==> src/rtl/sipo_shift_reg.sv <==
// Serial-in, parallel-out shift register with word-boundary status.
// One bit per clock; out holds the last WIDTH bits received.
module sipo_shift_reg #(
    parameter int WIDTH     = 4,
    parameter bit LSB_FIRST = 1'b0
) (
    input  logic                     Clk,
    input  logic                     rst,
    input  logic                     in,
    output logic [WIDTH-1:0]         out,
    output logic [$clog2(WIDTH)-1:0] bit_cnt,
    output logic                     word_valid,
    output logic                     filled
);

    localparam int CW = $clog2(WIDTH);
    localparam logic [CW-1:0] LAST = CW'(WIDTH - 1);

    logic [WIDTH-1:0] nxt;
    logic             last;

    assign last = (bit_cnt == LAST);

    // Next parallel word: new bit enters at the end chosen by LSB_FIRST.
    always_comb begin
        nxt = out;
        if (LSB_FIRST) begin
            nxt = {in, out[WIDTH-1:1]};
        end else begin
            nxt = {out[WIDTH-2:0], in};
        end
    end

    // Shift every cycle; counter wraps at the word boundary.
    always_ff @(posedge Clk) begin
        if (rst) begin
            out        <= '0;
            bit_cnt    <= '0;
            word_valid <= 1'b0;
            filled     <= 1'b0;
        end else begin
            out        <= nxt;
            bit_cnt    <= last ? '0 : bit_cnt + CW'(1);
            word_valid <= last;
            if (last) begin
                filled <= 1'b1;
            end
        end
    end

endmodule

==> config.mk <==
export PLATFORM = sky130hd
export DESIGN_NAME = sipo_shift_reg
export DESIGN_NICKNAME = d
export VERILOG_FILES = /design/src/rtl/sipo_shift_reg.sv
export SDC_FILE = /design/constraint.sdc
export NUM_CORES = 1
export LEC_CHECK = 0
export BUFFER_PORTS_ARGS = -buffer_cell sky130_fd_sc_hd__buf_2
export CELL_PAD_IN_SITES_DETAIL_PLACEMENT = 1
export CELL_PAD_IN_SITES_GLOBAL_PLACEMENT = 2
export CORE_AREA = 3 3 40 42
export CTS_CLUSTER_SIZE = 30
export DETAILED_ROUTE_END_ITERATION = 16
export DIE_AREA = 0 0 43 45
export PLACE_DENSITY = 0.59
export SYNTH_ARGS = -nofsm -noshare
export SYNTH_HDL_FRONTEND = slang
export SYNTH_SLANG_ARGS = --single-unit
==> constraint.sdc <==
create_clock -name Clk -period 1.04 [get_ports Clk]
set_clock_uncertainty 0.1 [all_clocks]
set_input_delay 0.156 -clock Clk [delete_from_list [all_inputs] [get_ports Clk]]
set_output_delay 0.156 -clock Clk [all_outputs]
set_load 0.03 [all_outputs]
==> results.yml <==
status:
  status: "finished clean"
clock_network:
  cts_max_level: 1
  root_buffer: "clkbuf_4"
  clk_path_buf_depth: 2
  clk_latency_ns: 0.24
  postCtsSetupBuffers: 0
  holdBufCountCts: 0
  clkTransAtPathRegs_ns: 0.05
  cts_tree: "built"
  clock-sinks: 8
  cts_made_buffers: 3
synth:
  netlist_area_um2: 251
  syn_avg_cell_area_um2: 14.0
  syn_inst: 18
  synth_area_leader_cell: "dfxtp_1"
  ys.flop_type: "dfxtp_1"
  synthTopCellsByArea: "dfxtp_1, and2b_2, ha_1, o21ba_2, nor3b_1"
  ys_types: 6
  ys_warn_count: 0
  synth_edf_count: 0
  synthArstFlopShare_pct: 0
  ys_seq_area_share_pct: 63.7
  syn-num-nets: 23
  ys_ff_latch: 8
  synth_top_area_share_pct: 63.7
  synth_common_cells: "dfxtp_1, and2b_2, ha_1"
  synth.most_common_cell: "dfxtp_1"
worst_setup_path:
  cp.required_ns: 0.78
  cp_max_fo: 2
  path_cells: "buf_2"
  cp_slowest_cell: "dfxtp_1"
  cp.arrival_ns: 0.75
  cpPeakStageDelay_ns: 0.31
  cp-end-kind: "output port"
  cp_top_family: "flip-flops"
  startpoint_type: "flop"
  crit_type: "reg -> out"
  critical_path.n_buffers_inverters: 1
route:
  ant_nets: 0
  drc: 0
  routedWlPerCell_um: 8.50
  first_pass_iters: 1
  wirelength_um: 391
  via_per_inst: 3.78
  vias: 174
  drtIter0Drc: 0
timing:
  fmax_mhz: 995
  period_share_pct: 96.6
  period_needed_ns: 1.00
  tightestPinTransition_ns: 0.157
  tns_ns: 0
  rsz0062_at_grt: "false"
  hold_ws_ns: 0.0321
  timing.final.hold_violations: 0
  slew_violations: 0
  finalSetupViolCount: 0
  slew-limit-headroom_pct: 89.6
flow_run:
  maxCapViolCount: 0
global_routing:
  busiest_layer: "met2"
  grt_pass1_wl_um: 552
  grt_max_degree: 9
  grtUsageTotal_pct: 3.92
  grt_pass1_vias: 145
  met2_usage_pct: 5.69
  grt_use_met1_pct: 4.13
  grt_util_met3_pct: 3.19
  grt_overflow: 0
  antenna_found_initial: 0
cells_and_area:
  layout.nets: 38
  drive_gt1_share_pct: 67.7
  antenna_cells: 0
  area_delta_synth_final_pct: 42.8
pwr:
  p_leak_nw: 0.183
  power_density_nw_per_um2: 1850
  vdd_drop_max_uv: 492
place:
  io_buffers: 10
  gp_congestion: 0.633
die:
  die_w_um: 43
  coreArea_um2: 1280
  die_y_um: 45
  start_util_pct: 19.6
  dieArea_um2: 1940
  rows: 13
  io_pins: 11
min_path:
  min_path_type: "in -> reg"
[worst reg2reg max path: cells and delay by family (launching register included)]
kind / cells / cell delay, ns
flops: 1 / 0.33
fa+ha+maj: 1 / 0.28
simple gates: 1 / 0.13
[layout make-up]
| class | count | area (µm²) |
|---|---|---|
| Multi-Input combinational cell | 10 | 91.3 |
| Clock buffer | 3 | 22.5 |
| Timing Repair Buffer | 10 | 63.8 |
| Sequential cell | 8 | 163 |
| Fill cell | 149 | 926 |
| Tap cell | 15 | 18.8 |
[timing repair]
item | 4_1_cts | 5_1_grt
cloned | 0 | 0
hold endpoints to repair | 0 | 0
gates resized for setup | 1 | 5
setup endpoints to repair | 1 | 4
[logic make-up after synthesis]
kind of cell | count (synthesis) | share of synthesized area, %
compound gates | 1 | 3.98
fa+ha+maj | 2 | 9.95
simple gates | 7 | 22.4
flops | 8 | 63.7
[flip-flops by register name, indices dropped and copies added (netlist names)]
signal and flops:
out 4, bit_cnt 2, filled 1, word_valid 1
[where the power goes]
| group | switching (W) | internal, W | total, W |
|---|---|---|---|
| Sequential | 0.0000132 | 0.000329 | 0.000342 |
| Clock | 0.0000906 | 0.000131 | 0.000222 |
| Combinational | 0.0000579 | 0.0000440 | 0.000102 |
| Total | 0.000162 | 0.000504 | 0.000666 |
[worst paths after layout]
check / startpoint / end / slack (ns) / cells after the start
max reg2reg: bit_cnt[0] / bit_cnt[1] / 0.08 / 2
max: out[1] / out[1] / 0.04 / 1
min reg2reg: bit_cnt[0] / bit_cnt[0] / 0.36 / 1
min: in / out[0] / 0.03 / 2
[per-layer routing]
layer | share of wire [%] | wire (µm)
met4 | 0 | 0
met2 | 48 | 189
met1 | 41 | 161
met5 | 0 | 0
met3 | 10 | 40
[cells in the final DEF (no fill, tap or decap)]
cell type / Yosys / routed
dfxtp_1: 8 / 6
dfxtp_2: 0 / 2
nor3_1: 1 / 1
buf_4: 0 / 1
and2b_2: 5 / 5
buf_6: 0 / 1
ha_1: 2 / 2
buf_2: 0 / 6
clkbuf_4: 0 / 5
nor3b_1: 1 / 1
o21ba_2: 1 / 1
[stage by stage]
stage / util, % / instance area, µm² / setup WS [ns] / total power, W / std cells
after global routing: 27.9 / 359 / 0.00304 / 0.000701 / 46
after CTS: 27.1 / 348 / 0.00858 / 0.000669 / 46
after floorplan: - / 254 / 0.0256 / 0.000410 / 18
final: 27.9 / 359 / 0.0350 / 0.000666 / 46
after global placement: 25.1 / 323 / 0.112 / 0.000437 / 43
after detailed placement: 25.1 / 323 / 0.0864 / 0.000443 / 43
Note: power is estimated with default switching activity, not from simulation.
